===== src/rtl/serial_tx_pkg.sv =====
// Shared constants, state encoding and pad-byte helper for the serial_tx serializer.
// SERIAL_TX_PARITY_EN (optional) puts the data byte's even parity into pad bit 7.
package serial_tx_pkg;

  localparam int FrameBits = 64;
  localparam int ParClkDiv = 32;
  localparam logic [7:0] PadBase = 8'h00;

  typedef enum logic {
    IDLE = 1'b0,
    SEND = 1'b1
  } state_t;

  // msb is the parity bit when parity is enabled, otherwise 0.
  function automatic logic [7:0] pad_byte(input logic [1:0] slot, input logic msb);
    pad_byte = PadBase | {msb, 5'b0, slot};
  endfunction

endpackage


===== src/rtl/serial_tx_par_clk_gen.sv =====
// Free-running divide-by-ParClkDiv producing the 50% duty parallel clock.
// Independent of the packet FSM; only the synchronous reset touches it.
module serial_tx_par_clk_gen
  import serial_tx_pkg::*;
(
  input  logic ClockIn,
  input  logic Reset,
  output logic ParClkOut
);

  localparam int DivW = $clog2(ParClkDiv);

  logic [DivW-1:0] div;

  always_ff @(posedge ClockIn) begin
    if (Reset) div <= '0;
    else       div <= div + 1'b1;
  end

  // MSB of the counter is high for the second half of each period.
  assign ParClkOut = div[DivW-1];

endmodule


===== src/rtl/serial_tx.sv =====
// Parallel-to-serial framer: 32-bit words out LSB-first as 64-bit packets of
// interleaved pad/data bytes. SERIAL_TX_PARITY_EN enables pad-byte parity.
module serial_tx
  import serial_tx_pkg::*;
(
  input  logic        ClockIn,
  input  logic        Reset,
  input  logic [31:0] ParData,
  input  logic        ParValid,
  output logic        ParReady,
  output logic        SerOut,
  output logic        SerValid,
  output logic        FrameDone,
  output logic        ParClkOut,
  output state_t      State
);

  localparam int CntW = $clog2(FrameBits);
  localparam logic [CntW-1:0] LastBit = CntW'(FrameBits - 1);

  state_t          state;
  logic [CntW-1:0] bit_cnt;
  logic [31:0]     word;
  logic [1:0]      slot;
  logic [7:0]      data_byte;
  logic [7:0]      cur_byte;
  logic            pad_msb;
  logic            cur_bit;
  logic            accept;

  // Handshake: a word transfers on any rising edge where ParValid and ParReady
  // are both high. ParReady is registered and is high in IDLE and while the
  // counter sits on the last bit, so a waiting word follows with no gap.
  assign accept = ParValid && ParReady;

  assign slot      = bit_cnt[5:4];
  assign data_byte = word[{slot, 3'b000} +: 8];

`ifdef SERIAL_TX_PARITY_EN
  assign pad_msb = ^data_byte;
`else
  assign pad_msb = 1'b0;
`endif

  assign cur_byte = bit_cnt[3] ? data_byte : pad_byte(slot, pad_msb);
  assign cur_bit  = cur_byte[bit_cnt[2:0]];

  always_ff @(posedge ClockIn) begin
    if (Reset) begin
      state     <= IDLE;
      bit_cnt   <= '0;
      word      <= '0;
      ParReady  <= 1'b0;
      SerOut    <= 1'b0;
      SerValid  <= 1'b0;
      FrameDone <= 1'b0;
    end else begin
      case (state)
        IDLE: begin
          SerOut    <= 1'b0;
          SerValid  <= 1'b0;
          FrameDone <= 1'b0;
          if (accept) begin
            word     <= ParData;
            bit_cnt  <= '0;
            state    <= SEND;
            ParReady <= 1'b0;
          end else begin
            ParReady <= 1'b1;
          end
        end
        SEND: begin
          SerOut    <= cur_bit;
          SerValid  <= 1'b1;
          FrameDone <= (bit_cnt == LastBit);
          if (bit_cnt == LastBit) begin
            bit_cnt <= '0;
            if (accept) begin
              word     <= ParData;
              ParReady <= 1'b0;
            end else begin
              state    <= IDLE;
              ParReady <= 1'b1;
            end
          end else begin
            bit_cnt  <= bit_cnt + 1'b1;
            ParReady <= (bit_cnt == LastBit - 1'b1);
          end
        end
        default: state <= IDLE;
      endcase
    end
  end

  assign State = state;

  serial_tx_par_clk_gen par_clk_gen (
    .ClockIn  (ClockIn),
    .Reset    (Reset),
    .ParClkOut(ParClkOut)
  );

endmodule

===== config.mk =====
export PLATFORM = sky130hd
export DESIGN_NAME = serial_tx
export DESIGN_NICKNAME = d
export VERILOG_FILES = /design/src/rtl/serial_tx_pkg.sv /design/src/rtl/serial_tx_par_clk_gen.sv /design/src/rtl/serial_tx.sv
export SDC_FILE = /design/constraint.sdc
export NUM_CORES = 1
export LEC_CHECK = 0
export ABC_CLOCK_PERIOD_IN_PS = 5100
export BUFFER_PORTS_ARGS = -buffer_cell sky130_fd_sc_hd__buf_2
export CAP_MARGIN = 0
export CORE_MARGIN = 2
export CORE_UTILIZATION = 52
export CTS_CLUSTER_SIZE = 20
export DETAILED_ROUTE_END_ITERATION = 8
export GPL_TIMING_DRIVEN = 0
export PLACE_DENSITY = 0.75
export SLEW_MARGIN = 20
export SYNTH_ARGS = -nofsm -noshare
export SYNTH_HDL_FRONTEND = slang
export SYNTH_SLANG_ARGS = --single-unit
export TNS_END_PERCENT = 10

===== constraint.sdc =====
create_clock -name ClockIn -period 5.1 [get_ports ClockIn]
set_clock_uncertainty 0.1 [all_clocks]
set_input_delay 1.02 -clock ClockIn [delete_from_list [all_inputs] [get_ports ClockIn]]
set_output_delay 1.02 -clock ClockIn [all_outputs]
set_load 0.03 [all_outputs]

; ---- Word-level counts from Yosys, hierarchy flattened
; Index checks and enable logic that the tools add are counted.
[totals]
elab_cells = 36
output_inout_bits = 6
mem_bits_rw = 0
input_bits = 35
rom_bits = 0
latch_bits = 0
register_bits = 48
memories = 0
[classes]
eq_ne = 4
n_lt_le_gt_ge = 1
n_mux = 18
add_sub_neg = 2
shifts = 1
n_bitwise = 1
multipliers = 0
reduce_logical = 1
n_div = 0
[op_table]
columns = cell, n
row1 = $mux W32, 2
row2 = $pmux W32 S2, 1
row3 = $shiftx A32 B6 Y8, 1
row4 = $eq A6 B6 Y1 const B, 2
row5 = $mux W6, 2
row6 = $pmux W6 S2, 1
row7 = $pmux W1 S2, 5
row8 = $mux W8, 1
row9 = $add A6 B1 Y6 const B, 1
row10 = $add A5 B1 Y5 const B, 1
row11 = $mux W1, 5
row12 = $lt A3 B4 Y1 const B, 1
row13 = $bmux W1 S3, 1
row14 = $ne A2 B1 Y1 const B, 1
row15 = $ne A2 B2 Y1 const B, 1
row16 = $logic_and A1 B1 Y1, 1
row17 = $not A1 Y1, 1

; ---- Logic depth before layout (Yosys ltp)
[depth]
depth_word = 5
ltp_mapped = 7
mapped_depth_nobuf = 5

; ---- By module
; A second synthesis with hierarchy kept.
[hier_totals]
hier_cells = 257
hier_area_um2 = 2127.0
[by_module_without_submodules]
columns = module, instances, area_each_um2, cells_per_inst, seq_area_each_um2
row1 = serial_tx, 1, 1931.9, 239, 860.8
row2 = serial_tx_par_clk_gen, 1, 195.2, 18, 100.1

; ---- Worst setup path after synthesis
; OpenSTA, ideal clock, no wires.
[synth_path]
path_kind = in2reg
from = input port ParValid
to = register word[15]
path_slack_ps = 3116
cell_stages = 5
arrival_ps = 1814
t_required_ps = 4929
setup_ps = 71
n_path_buf = 2
cell_sequence = and2_1 > clkbuf_1 > clkbuf_1 > nand3_1 > a21oi_1
[synth_between]
elab_chain_len = 4
[synth_lines]
columns = item, line
row1 = start: declaration, serial_tx.sv:9  ; input logic ParValid,
row2 = $logic_and A1 B1 Y1 *, serial_tx.sv:34  ; assign accept = ParValid && ParReady;
row3 = $mux W32 *, -
row4 = $mux W32, -
row5 = $pmux W32 S2 *, -
row6 = end signal: assignment, serial_tx.sv:64  ; word <= ParData;
row7 = end signal: assignment, serial_tx.sv:79  ; word <= ParData;
row8 = end: declaration, serial_tx.sv:23  ; logic [31:0] word;
; Mark *: on every way between the ends. The rest lies on a longest branch, timed or not. The select of a mux whose other input is x is not followed.
; A chain may end at the register's enable or synchronous reset.

; ---- Final worst setup path
[layout_path]
from = input port ParValid
to = register word[8]
; Same word-level chain as after synthesis.

==> metrics list <==
* Run status: finished clean
- Synthesis produced a netlist whose cell count is 252.
- The Yosys step of the flow raised 0 warnings.
- Total routing resource utilization after global routing: 22.3%
- Critical path buffers and inverters: 3
- Post-route setup TNS: 0 ns
* DRT Wirelength: 5210 um
- The number of different library cells used by synthesis comes to 40.
- The number of cells on the worst reg-to-reg path is 6.
* RSZ-0062 raised after global routing: false
- Transition time at the pin with the least slew margin: 0.554 ns
- In this run the worst path has a maximum fanout of 10.
- Worst Hold Endpoint: par_clk_gen.div[0]
* Share of power burned in combinational logic: 13.2%
- Number of setup violations in the final report: 0
- In this run the critical register-to-register path is captured at word[8].
- On the worst path, the slowest cell contributes a delay of 0.46 ns.
- # Max-Cap Violations: 0
- The number of global-route vias before repair was 1895.
- For this run, the share of the core covered by cells in the final layout is 63.4%.
* Share of the clock period used by the worst path after layout: 41.8%
- In the routed design, unresolved DRC markers number 0.
- Post-synthesis instance area: 2220 um^2
* Average cell area after synthesis: 8.80 um^2
- Commonest cells post-synth: dfxtp_1, a21oi_1, nand3_1, o21ai_1, clkbuf_1
- For this run, the top clock speed supported by timing is 469 MHz.
* Clock tree sinks: 48
- Ant diodes: 0
* Remaining global-route overflow: 0
- Max H-tree Level: 2
- Buffers from clock root to sink, at most: 2
* Number of resized instances in the post-cts repair step: 0
* Clock share of power: 32.6%
- Post-synth EDFFs: 0
- Measured along the x axis, the die boundary spans 69.3 um.
* Routed vias: 2014
* DPL Wire Length: 3720 um
* Clock slew at the register clock pins of the worst setup and hold paths: 0.09 ns
* Number of max-slew violations in the final report: 0
- TritonCTS built the clock tree.
- The number of failing hold endpoints at the final stage came to 0.
- After floorplanning, the core was divided into 23 placement rows.
- Post-CTS Setup Repair Bufs: 0
- Share of flip-flops with an asynchronous set or reset after synthesis: 0%
- Global placement routability congestion: 0.931
* Standard cell with the maximum stage delay on the critical path: clkbuf_1
- Power density over the cells: 287 nW/um^2
- Dividing the detail-routed wire length by the instance count gives 14.9 um.
- The cell sitting at the root of the clock tree is a clkbuf_8.
* Library cell with the highest instance count after synthesis: dfxtp_1
- Fraction of final layout cells sized beyond drive strength 1: 22.7%
- Sequential Power Share: 54.2%
- The startpoint identified for the worst register-to-register timing path is bit_cnt[1].
- Synthesis produced a netlist with a net count of 290.
- Of the total power, the share spent switching nets is 26.9%.
* Cell-internal power: 540 uW
- Measured against its own limit, the worst slew margin works out to 63.1%.
- For this block, the initial DRC count from the detailed router was 111.
- Hold Buf Count CTS: 0
- Worst hold path depth: 1
* Top_reg_cell synth: dfxtp_1
* Total leakage power: 0.959 nW
* Ports placed on the boundary: 41
- Largest area contributor in the synthesized netlist: dfxtp_1
* Arrival @ worst endpoint: 2.27 ns
* Required time of the worst setup path: 5.24 ns
* Count of buffers inserted at the top-level ports: 39
* Critical path cell sequence: buf_2 > and2_1 > clkbuf_1 > clkbuf_1 > nand3_1 > a21oi_1
* Switching pwr: 198 uW
* Cell mode on critical path: clkbuf_1
* Antenna violations before repair: 0
- Initial core utilization: 54.6%
- Antenna viol nets, final: 0
* Cells taking the most area after synthesis: dfxtp_1, a21oi_1, nand3_1
- The share of the Yosys chip area taken by registers is 43.3%.
- The share of synthesized area in the top cell type comes to 43.3%.
- The net count of the finished layout is 336.
- Endpoint kind of the worst setup timing path: flop
- From bottom edge to top edge, the die measures 69.3 um.
- Counting the buffers created by CTS gives 5.
* Wire length of the first global-routing pass: 8680 um
- Area added between synthesis and finish: 16.0%
- Min Clock Period, post-route: 2.13 ns
- Entering global routing, the biggest net connects 16 pins.
- The worst register-to-register path has a setup slack of 3.26 ns.
- The later pin in the worst-skew pair is clocked with a latency of 0.31 ns.
* Worst path top cell family by delay: buffers and inverters
- IR analysis of the VDD net gives a maximum drop of 0.234 mV.
- Core area: 4060 um^2
* Number of register bits inferred by synthesis: 48
- Hold Path Origin: par_clk_gen.div[0]
- The floorplan step defined a die boundary enclosing 4800 um^2.
- For this run, the detailed router's first-pass iteration total came to 4.
- Worst Path Class, Setup: in -> reg
* Worst min path class: reg -> reg
- Via/cell ratio: 5.77
- The worst setup path is launched from an input port.
## flip-flops by register name (all words and copies together) (netlist names)
signal           count
word                32
bit_cnt              6
par_clk_gen.div      5
FrameDone            1
ParReady             1
SerOut               1
SerValid             1
State                1
## power groups by stage
stage                     combinational (mW)  clock [mW]  sequential, mW
final                                 0.0976       0.241           0.400
after global routing                   0.109       0.258           0.402
after CTS                             0.0977       0.241           0.400
after detailed placement              0.0970           0           0.408
after global placement                0.0963           0           0.408
after floorplan                       0.0630           0           0.409
## routing by layer
| metal | global-route usage, % | vias to the layer above | wire (um) |
|---|---|---|---|
| li1 | - | 1007 | - |
| met1 | 29.6 | 940 | 2380 |
| met2 | 35.6 | 61 | 2420 |
| met3 | 5.81 | 6 | 349 |
| met4 | 6.97 | 0 | 53 |
| met5 | 0 | - | 0 |
## worst max path at each step
stage,cells after the start,from,endpoint
global placement,6,ParValid,word[0]
global route,6,ParValid,word[7]
CTS,6,ParValid,word[0]
floorplan,5,ParValid,word[15]
finish,6,ParValid,word[8]
detailed placement,6,ParValid,word[0]
## metrics by stage
| step | hold slack [ns] | total power, mW | cells | cell area (um^2) | setup slack, ns |
|---|---|---|---|---|---|
| 3_5_place_dp | 0.341 | 0.505 | 341 | 2470 | 2.68 |
| 3_3_place_gp | 0.333 | 0.504 | 341 | 2470 | 2.66 |
| 5_1_grt | 0.401 | 0.768 | 349 | 2570 | 2.87 |
| 6_report | 0.374 | 0.738 | 349 | 2570 | 2.97 |
| 2_1_floorplan | 0.318 | 0.472 | 252 | 2220 | 3.12 |
| 4_1_cts | 0.370 | 0.739 | 349 | 2570 | 2.99 |
## layout by cell type (no fill, tap or decap), types with 2 or more instances in the layout
| master | count |
|---|---|
| a21oi_1 | 40 |
| a311oi_1 | 2 |
| a41oi_1 | 2 |
| buf_2 | 44 |
| buf_4 | 5 |
| clkbuf_1 | 15 |
| clkbuf_8 | 6 |
| clkinvlp_4 | 2 |
| dfxtp_1 | 48 |
| ha_1 | 3 |
| inv_1 | 2 |
| mux2_1 | 3 |
| mux4_1 | 2 |
| mux4_2 | 4 |
| nand2_1 | 10 |
| nand3_1 | 38 |
| nor2_1 | 11 |
| nor2b_1 | 2 |
| nor3_1 | 3 |
| o211ai_1 | 2 |
| o21ai_0 | 10 |
| o21ai_1 | 24 |
| xor2_1 | 2 |
## logic make-up (layout without fill, tap and decap cells)
family | after synthesis | in the layout | synth area share, %
buf+inv | 28 | 75 | 6.21
simple gates | 71 | 71 | 15.7
mux | 11 | 11 | 8.92
compound gates | 88 | 88 | 23.0
flops | 48 | 48 | 43.3
fa+ha+maj | 3 | 3 | 1.69
xor+xnor | 3 | 3 | 1.19
## worst register-to-register path, stage by stage, from the launching register on
cell and delay [ns]:
dfxtp_1 0.39, ha_1 0.39, nand2_1 0.15, o21ai_4 0.28, buf_4 0.23, nand3_1 0.09, a21oi_1 0.14
## layout make-up
| class | count | area [um^2] |
|---|---|---|
| plain buffers | 26 | 130 |
| clock buffers | 6 | 82.6 |
| clock inverters | 2 | 15.0 |
| fillers | 350 | 1490 |
| inverters | 2 | 7.51 |
| multi-input cells | 176 | 1120 |
| flip-flops and latches | 48 | 961 |
| well taps | 50 | 62.6 |
| repair buffers | 39 | 195 |
Note: power is estimated with default switching activity, not from simulation.
